`src/rtl/vga_pkg.sv`:
```
// Shared constants and types for the VGA test-pattern colour stage.
package vga_pkg;

    localparam int H_ACTIVE_DEF = 640;
    localparam int V_ACTIVE_DEF = 480;
    localparam int BAR_W_DEF    = 80;

    typedef enum logic [1:0] {
        MODE_XOR   = 2'd0,
        MODE_BARS  = 2'd1,
        MODE_CHECK = 2'd2,
        MODE_GREY  = 2'd3
    } mode_e;

    typedef struct packed {
        logic [7:0] r;
        logic [7:0] g;
        logic [7:0] b;
    } rgb_t;

endpackage

```
`src/rtl/vga_pattern_gen_if.sv`:
```
// Sync inputs from the timing generator, pattern select, and the
// delayed sync plus colour outputs heading to the DAC.
interface vga_pattern_gen_if;

    logic       hs_in;
    logic       vs_in;
    logic       blank_n_in;
    logic [1:0] mode;
    logic       hs;
    logic       vs;
    logic       blank_n;
    logic [7:0] r;
    logic [7:0] g;
    logic [7:0] b;
    logic [7:0] frame;

    modport master (
        output hs_in, vs_in, blank_n_in, mode,
        input  hs, vs, blank_n, r, g, b, frame
    );

    modport slave (
        input  hs_in, vs_in, blank_n_in, mode,
        output hs, vs, blank_n, r, g, b, frame
    );

endinterface

```
`src/rtl/vga_pos_tracker.sv`:
```
// Stage 0: recovers pixel coordinates, colour-bar index, frame count and
// the frame-synchronous pattern mode from the incoming sync signals.
module vga_pos_tracker
    import vga_pkg::*;
#(
    parameter int H_ACTIVE = H_ACTIVE_DEF,
    parameter int V_ACTIVE = V_ACTIVE_DEF,
    parameter int BAR_W    = BAR_W_DEF
) (
    input  logic       clk,
    input  logic       rst_n,
    input  logic       i_vs,
    input  logic       i_blank_n,
    input  logic [1:0] i_mode,
    output logic [7:0] o_x,
    output logic [7:0] o_y,
    output logic [2:0] o_bar_idx,
    output logic [7:0] o_frame,
    output mode_e      o_mode_act
);

    localparam int XW = $clog2(H_ACTIVE);
    localparam int YW = $clog2(V_ACTIVE);
    localparam int BW = $clog2(BAR_W);
    localparam logic [XW-1:0] X_LAST   = XW'(H_ACTIVE - 1);
    localparam logic [YW-1:0] Y_LAST   = YW'(V_ACTIVE - 1);
    localparam logic [BW-1:0] BAR_LAST = BW'(BAR_W - 1);

    logic [XW-1:0] r_x_cnt;
    logic [YW-1:0] r_y_cnt;
    logic [BW-1:0] r_bar_cnt;
    logic [2:0]    r_bar_idx;
    logic          r_blank_d;
    logic          r_vs_d;
    logic [1:0]    r_mode_s1;
    logic [1:0]    r_mode_s2;
    logic [7:0]    r_frame;
    mode_e         r_mode_act;

    logic w_blank_fall;
    logic w_vs_fall;

    assign w_blank_fall = r_blank_d & ~i_blank_n;
    assign w_vs_fall    = r_vs_d & ~i_vs;

    // Horizontal position and bar index: cleared in blanking, saturating counts while active.
    always_ff @(posedge clk or negedge rst_n) begin
        if (!rst_n) begin
            r_x_cnt   <= '0;
            r_bar_cnt <= '0;
            r_bar_idx <= '0;
        end else if (!i_blank_n) begin
            r_x_cnt   <= '0;
            r_bar_cnt <= '0;
            r_bar_idx <= '0;
        end else begin
            if (r_x_cnt != X_LAST)
                r_x_cnt <= r_x_cnt + XW'(1);
            if (r_bar_cnt == BAR_LAST) begin
                r_bar_cnt <= '0;
                if (r_bar_idx != 3'd7)
                    r_bar_idx <= r_bar_idx + 3'd1;
            end else begin
                r_bar_cnt <= r_bar_cnt + BW'(1);
            end
        end
    end

    // Line count: vsync low clears (and wins over a coincident blank fall), each line end increments.
    always_ff @(posedge clk or negedge rst_n) begin
        if (!rst_n) begin
            r_y_cnt   <= '0;
            r_blank_d <= 1'b0;
        end else begin
            r_blank_d <= i_blank_n;
            if (!i_vs)
                r_y_cnt <= '0;
            else if (w_blank_fall && (r_y_cnt != Y_LAST))
                r_y_cnt <= r_y_cnt + YW'(1);
        end
    end

    // Frame counter and mode capture, both on the vsync falling edge so patterns never tear.
    always_ff @(posedge clk or negedge rst_n) begin
        if (!rst_n) begin
            r_vs_d     <= 1'b1;
            r_mode_s1  <= 2'd0;
            r_mode_s2  <= 2'd0;
            r_frame    <= 8'd0;
            r_mode_act <= MODE_XOR;
        end else begin
            r_vs_d    <= i_vs;
            r_mode_s1 <= i_mode;
            r_mode_s2 <= r_mode_s1;
            if (w_vs_fall) begin
                r_frame    <= r_frame + 8'd1;
                r_mode_act <= mode_e'(r_mode_s2);
            end
        end
    end

    assign o_x        = r_x_cnt[7:0];
    assign o_y        = r_y_cnt[7:0];
    assign o_bar_idx  = r_bar_idx;
    assign o_frame    = r_frame;
    assign o_mode_act = r_mode_act;

endmodule

```
`src/rtl/vga_pattern_gen.sv`:
```
// Colour stage behind the VGA sync generator: tags each sample with its
// coordinates, generates the selected test pattern and keeps the syncs
// aligned with the colour data (two-cycle latency end to end).
module vga_pattern_gen
    import vga_pkg::*;
#(
    parameter int H_ACTIVE = H_ACTIVE_DEF,
    parameter int V_ACTIVE = V_ACTIVE_DEF,
    parameter int BAR_W    = BAR_W_DEF
) (
    input  logic               clk,
    input  logic               rst_n,
    vga_pattern_gen_if.slave   bus
);

    logic [7:0] w_x;
    logic [7:0] w_y;
    logic [2:0] w_bar_idx;
    logic [7:0] w_frame;
    mode_e      w_mode_act;
    rgb_t       w_pix;

    logic [7:0] r_x_p1;
    logic [7:0] r_y_p1;
    logic [2:0] r_bar_p1;
    logic       r_hs_p1;
    logic       r_vs_p1;
    logic       r_blank_p1;

    logic       r_hs_p2;
    logic       r_vs_p2;
    logic       r_blank_p2;
    rgb_t       r_pix_p2;

    vga_pos_tracker #(
        .H_ACTIVE (H_ACTIVE),
        .V_ACTIVE (V_ACTIVE),
        .BAR_W    (BAR_W)
    ) u_pos (
        .clk        (clk),
        .rst_n      (rst_n),
        .i_vs       (bus.vs_in),
        .i_blank_n  (bus.blank_n_in),
        .i_mode     (bus.mode),
        .o_x        (w_x),
        .o_y        (w_y),
        .o_bar_idx  (w_bar_idx),
        .o_frame    (w_frame),
        .o_mode_act (w_mode_act)
    );

    function automatic rgb_t pixel_colour(
        input mode_e      m,
        input logic [7:0] x,
        input logic [7:0] y,
        input logic [2:0] bar,
        input logic [7:0] frm,
        input logic       active
    );
        rgb_t       c;
        logic [7:0] p;
        logic [7:0] chk;
        c   = '0;
        p   = x ^ y;
        chk = {8{x[5] ^ y[5]}};
        if (active) begin
            case (m)
                MODE_XOR:   c = '{r: p, g: p + frm, b: y ^ frm};
                MODE_BARS:  c = '{r: {8{bar[2]}}, g: {8{bar[1]}}, b: {8{bar[0]}}};
                MODE_CHECK: c = '{r: chk, g: chk, b: chk};
                MODE_GREY:  c = '{r: frm, g: frm, b: frm};
            endcase
        end
        return c;
    endfunction

    assign w_pix = pixel_colour(w_mode_act, r_x_p1, r_y_p1, r_bar_p1, w_frame, r_blank_p1);

    // ---- stage 0 -> stage 1 boundary ----
    // Register the coordinate tags alongside the raw syncs.
    always_ff @(posedge clk or negedge rst_n) begin
        if (!rst_n) begin
            r_x_p1     <= '0;
            r_y_p1     <= '0;
            r_bar_p1   <= '0;
            r_hs_p1    <= 1'b1;
            r_vs_p1    <= 1'b1;
            r_blank_p1 <= 1'b0;
        end else begin
            r_x_p1     <= w_x;
            r_y_p1     <= w_y;
            r_bar_p1   <= w_bar_idx;
            r_hs_p1    <= bus.hs_in;
            r_vs_p1    <= bus.vs_in;
            r_blank_p1 <= bus.blank_n_in;
        end
    end

    // ---- stage 1 -> stage 2 boundary ----
    // Register colour and syncs together so they reach the DAC on the same edge.
    always_ff @(posedge clk or negedge rst_n) begin
        if (!rst_n) begin
            r_hs_p2    <= 1'b1;
            r_vs_p2    <= 1'b1;
            r_blank_p2 <= 1'b0;
            r_pix_p2   <= '0;
        end else begin
            r_hs_p2    <= r_hs_p1;
            r_vs_p2    <= r_vs_p1;
            r_blank_p2 <= r_blank_p1;
            r_pix_p2   <= w_pix;
        end
    end

    assign bus.hs      = r_hs_p2;
    assign bus.vs      = r_vs_p2;
    assign bus.blank_n = r_blank_p2;
    assign bus.r       = r_pix_p2.r;
    assign bus.g       = r_pix_p2.g;
    assign bus.b       = r_pix_p2.b;
    assign bus.frame   = w_frame;

endmodule

```
`src/flat_wrapper.sv`:
```
// flat-port wrapper written by rule: the top's interface ports become plain ports
module vga_pattern_gen_flat import vga_pkg::*;
#(
    parameter int H_ACTIVE = H_ACTIVE_DEF,
    parameter int V_ACTIVE = V_ACTIVE_DEF,
    parameter int BAR_W    = BAR_W_DEF
)
  (clk, rst_n, bus_hs_in, bus_vs_in, bus_blank_n_in, bus_mode, bus_hs, bus_vs, bus_blank_n, bus_r, bus_g, bus_b, bus_frame);
  vga_pattern_gen_if bus_i ();
  input  logic clk;
  input  logic rst_n;
  input wire logic [$bits(bus_i.hs_in)-1:0] bus_hs_in;
  input wire logic [$bits(bus_i.vs_in)-1:0] bus_vs_in;
  input wire logic [$bits(bus_i.blank_n_in)-1:0] bus_blank_n_in;
  input wire logic [$bits(bus_i.mode)-1:0] bus_mode;
  output wire logic [$bits(bus_i.hs)-1:0] bus_hs;
  output wire logic [$bits(bus_i.vs)-1:0] bus_vs;
  output wire logic [$bits(bus_i.blank_n)-1:0] bus_blank_n;
  output wire logic [$bits(bus_i.r)-1:0] bus_r;
  output wire logic [$bits(bus_i.g)-1:0] bus_g;
  output wire logic [$bits(bus_i.b)-1:0] bus_b;
  output wire logic [$bits(bus_i.frame)-1:0] bus_frame;
  assign bus_i.hs_in = bus_hs_in;
  assign bus_i.vs_in = bus_vs_in;
  assign bus_i.blank_n_in = bus_blank_n_in;
  assign bus_i.mode = bus_mode;
  assign bus_hs = bus_i.hs;
  assign bus_vs = bus_i.vs;
  assign bus_blank_n = bus_i.blank_n;
  assign bus_r = bus_i.r;
  assign bus_g = bus_i.g;
  assign bus_b = bus_i.b;
  assign bus_frame = bus_i.frame;
  vga_pattern_gen #(.H_ACTIVE(H_ACTIVE), .V_ACTIVE(V_ACTIVE), .BAR_W(BAR_W)) u_core (.clk(clk), .rst_n(rst_n), .bus(bus_i));
endmodule
```
`config.mk`:
```
export PLATFORM = sky130hd
export DESIGN_NAME = vga_pattern_gen_flat
export DESIGN_NICKNAME = d
export VERILOG_FILES = /design/src/rtl/vga_pkg.sv /design/src/rtl/vga_pattern_gen_if.sv /design/src/rtl/vga_pos_tracker.sv /design/src/rtl/vga_pattern_gen.sv /design/src/flat_wrapper.sv
export SDC_FILE = /design/constraint.sdc
export NUM_CORES = 1
export LEC_CHECK = 0
export ABC_AREA = 1
export BUFFER_PORTS_ARGS = -buffer_cell sky130_fd_sc_hd__buf_2
export CORE_UTILIZATION = 30
export DETAILED_ROUTE_END_ITERATION = 10
export PLACE_DENSITY = 0.48
export SLEW_MARGIN = 20
export SYNTH_ARGS = -nofsm -noshare
export SYNTH_HDL_FRONTEND = slang
export SYNTH_SLANG_ARGS = --single-unit
```
`constraint.sdc`:
```
create_clock -name clk -period 2.1 [get_ports clk]
set_clock_uncertainty 0.05 [all_clocks]
set_input_delay 0.525 -clock clk [delete_from_list [all_inputs] [get_ports clk]]
set_output_delay 0.525 -clock clk [all_outputs]
set_load 0.01 [all_outputs]
```
==> metrics.txt <==
largest net degree at the start of global routing=47; setup bufs post-CTS=0; hold depth=1; Synthesized Nets=498; area of the multi-input gates=0.00174 sq mm; Seq cells post-synth=92; CTS clk-pin slew, worst paths=0.06 ns; Routed wire per std cell=13.7 um; Starting Density=31.1%; met1 usage=17.0%; die area=0.0151 sq mm; max-slew violations=0; # nets final=552; vias=3287; CP startpoint kind=flop; cts repair resizes=0; Comb power frac=23.9%; proportion of power drawn by flip-flops and latches=40.4%; CTS root buf=clkbuf_16; Setup TNS Final=0 ns; post-synth cell types=44; row count=43; CORE AREA=0.0141 sq mm; Die H=123 um; post-route DRC violation count=0; critical setup path kind=reg -> reg; Total Routing Usage GR=14.2%; PwrDens=995 mW/mm^2; Avg Cell Area, Syn=9.22 sq um; Async SR Flop Fraction=100%; Fill cells=1420; top cells by area, synth=dfrtp_1 (50%), nand2_1 (8.3%), nand3_1 (7.5%), inv_1 (5.6%), ha_1 (4.0%); Worst setup EP type=flop; Setup violations, final=0; grt peak-use layer=met2; Layout area overhead=18.6%; Congestion Overflow GR=0; via/cell ratio=4.60; initial antenna violation count=0; status=finished, final reports clean; Place WS=0.251 ns; total of max-cap violations=0; total wire length=9.81 mm; initial drt markers=192; RR Endpoint=u_core.bus.g[4]; peak supply drop=391 uV; R2R cell count=10; met3 usage=4.15%; first-pass GRT wire length=16.0 mm; share of layout cells above drive strength 1=18.3%; Clk pwr share=35.8%; hold path endpoint=u_core.r_hs_p1; Final period util=89.3%; PortBufs=41; Yosys warning count=0; placed cell count=698; Reg2Reg Setup Slack=0.22 ns; vias in the first global route=3168; R2R Path Start=u_core.r_y_p1[1]; Inserted Diodes=0; FMAX=533 MHz; CP Data Required Time=2.33 ns; unrepaired setup endpoints after global routing=false; leakage=2.84 nW; most used flip-flop cell after synthesis=dfrtp_1; Die X=123 um; Worst-Margin Slew=0.500 ns; hold violation count in the final report=0; internal power=3.58 mW; Post-synth EDFFs=0; GP Congestion=0.860; switching pwr=1.60 mW; Sw Ratio=30.9%; Num CTS Buffers=9; Final Power=5.18 mW; post-synth top area cell=dfrtp_1; highest fanout seen on the critical path=3; Layout Cells excl Fill=715; worst min-delay path class=in -> reg; hold path startpoint=bus_hs_in; final setup margin=0.224 ns; hold slack=0.230 ns; DR pass1 iterations=5; remaining antenna violation count=0; H-Tree Depth=3; area of the mapped netlist=0.00439 sq mm; io pins=42; Seq/Total Area, Yosys=52.6%; area share of the largest cell type after synthesis=50.2%; cell count after synthesis=476; Worst EP arrival=2.11 ns; clk_lat worst skew=0.35 ns; CTS tree=yes; Post-CTS Hold Fix Bufs=1; clock tree sinks=92; Clock Tree Buf Depth=2; hpwl dp=7.27 mm; register area=0.00231 sq mm; Max transition margin=66.7%; global-route met2 utilization=24.4%; Final min period=1.88 ns
[layout make-up]
cell class | count | area share (%)
Multi-Input combinational cell | 303 | 33.5
Timing Repair Buffer | 53 | 6.25
Tap cell | 180 | 4.33
Sequential cell | 92 | 44.3
Clock inverter | 6 | 2.14
Inverter | 71 | 5.12
Clock buffer | 10 | 4.40
[cell usage after synthesis, types with 2 or more instances]
master    count
nand2_1      97
dfrtp_1      88
inv_1        66
nand3_1      66
nor2_1       20
xor2_1       19
a21oi_1      18
ha_1         14
o21ai_0      13
o211ai_1      9
inv_2         5
o21ai_1       5
dfstp_2       4
nand4_1       4
buf_2         3
nor2_2        3
nor2_4        3
nor3_2        3
a31oi_1       2
buf_4         2
buf_6         2
nand3_2       2
nor3_1        2
nor3b_1       2
o21ai_2       2
o21bai_1      2
or2_2         2
xnor2_1       2
[kinds of logic after synthesis]
kind of cell,Yosys count,share of synthesized area [%]
AOI/OAI and AO/OA,57,8.24
buffers and inverters,81,7.78
DFF,92,52.6
muxes,1,0.228
xor gates and xnor gates,22,4.56
and+or+nand+nor,208,22.2
adders and majority gates,15,4.45
[critical path, cell delays in order, from the launching register on]
cell and delay [ns]:
dfrtp_1 0.37, inv_1 0.06, or2_2 0.26, nand2_1 0.10
inv_1 0.07, fa_1 0.43, inv_1 0.10, a21oi_1 0.08
o21ai_0 0.15, a21oi_1 0.06, nor2_1 0.08
[routing by layer]
layer / wire (um) / up-vias
met5: 0 / -
li1: - / 1642
met1: 4400 / 1574
met2: 4880 / 65
met3: 420 / 6
met4: 112 / 0
[worst max path at each step]
stage	startpoint	end	slack (ns)	cells after the start
after global placement	u_core.r_y_p1[1]	u_core.bus.g[6]	0.27	11
final	u_core.r_y_p1[1]	u_core.bus.g[4]	0.22	10
after global routing	u_core.r_y_p1[0]	u_core.bus.g[6]	0.05	10
after CTS	u_core.r_y_p1[1]	u_core.bus.g[6]	0.24	11
after detailed placement	u_core.r_y_p1[1]	u_core.bus.g[6]	0.25	11
after floorplan	u_core.r_y_p1[1]	u_core.bus.g[6]	0.36	11
[sequential cells by signal (all words and copies together) (netlist names), 8 cells and up]
register and flops:
u_core.u_pos.r_y_cnt 9, u_core.r_x_p1 8, u_core.bus.r 8, u_core.bus.b 8, u_core.r_y_p1 8, u_core.bus.g 8
u_core.u_pos.o_frame 8, u_core.u_pos.r_x_cnt 10
[power by group through the flow]
stage	Sequential, mW	Clock (mW)	Combinational (mW)
after global placement	2.13	0	1.24
after floorplan	2.18	0	0.692
after CTS	2.10	1.92	1.25
after detailed placement	2.13	0	1.24
final	2.09	1.85	1.24
after global routing	2.11	1.97	1.39
[per-stage QoR]
step                      cell area [sq um]  utilization (%)
after floorplan                        4390                -
after global placement                 4860             34.4
after detailed placement               4860             34.4
after CTS                              5210             36.9
after global routing                   5210             36.9
final                                  5210             36.9
[layout by cell type (no fill, tap or decap), types with 2 or more instances in the layout]
master,count
nand2_1,97
dfrtp_1,88
inv_1,66
nand3_1,66
buf_2,40
nor2_1,20
xor2_1,19
a21oi_1,18
ha_1,14
o21ai_0,13
buf_4,10
o211ai_1,9
clkbuf_16,9
inv_2,5
o21ai_1,5
nand4_1,4
dfstp_2,4
nor2_4,3
nor2_2,3
nor3_2,3
bufinv_16,3
o21ai_2,2
or2_2,2
nand3_2,2
xnor2_1,2
nor3b_1,2
a31oi_1,2
nor3_1,2
o21bai_1,2
buf_12,2
(Power assumes the default switching activity.)
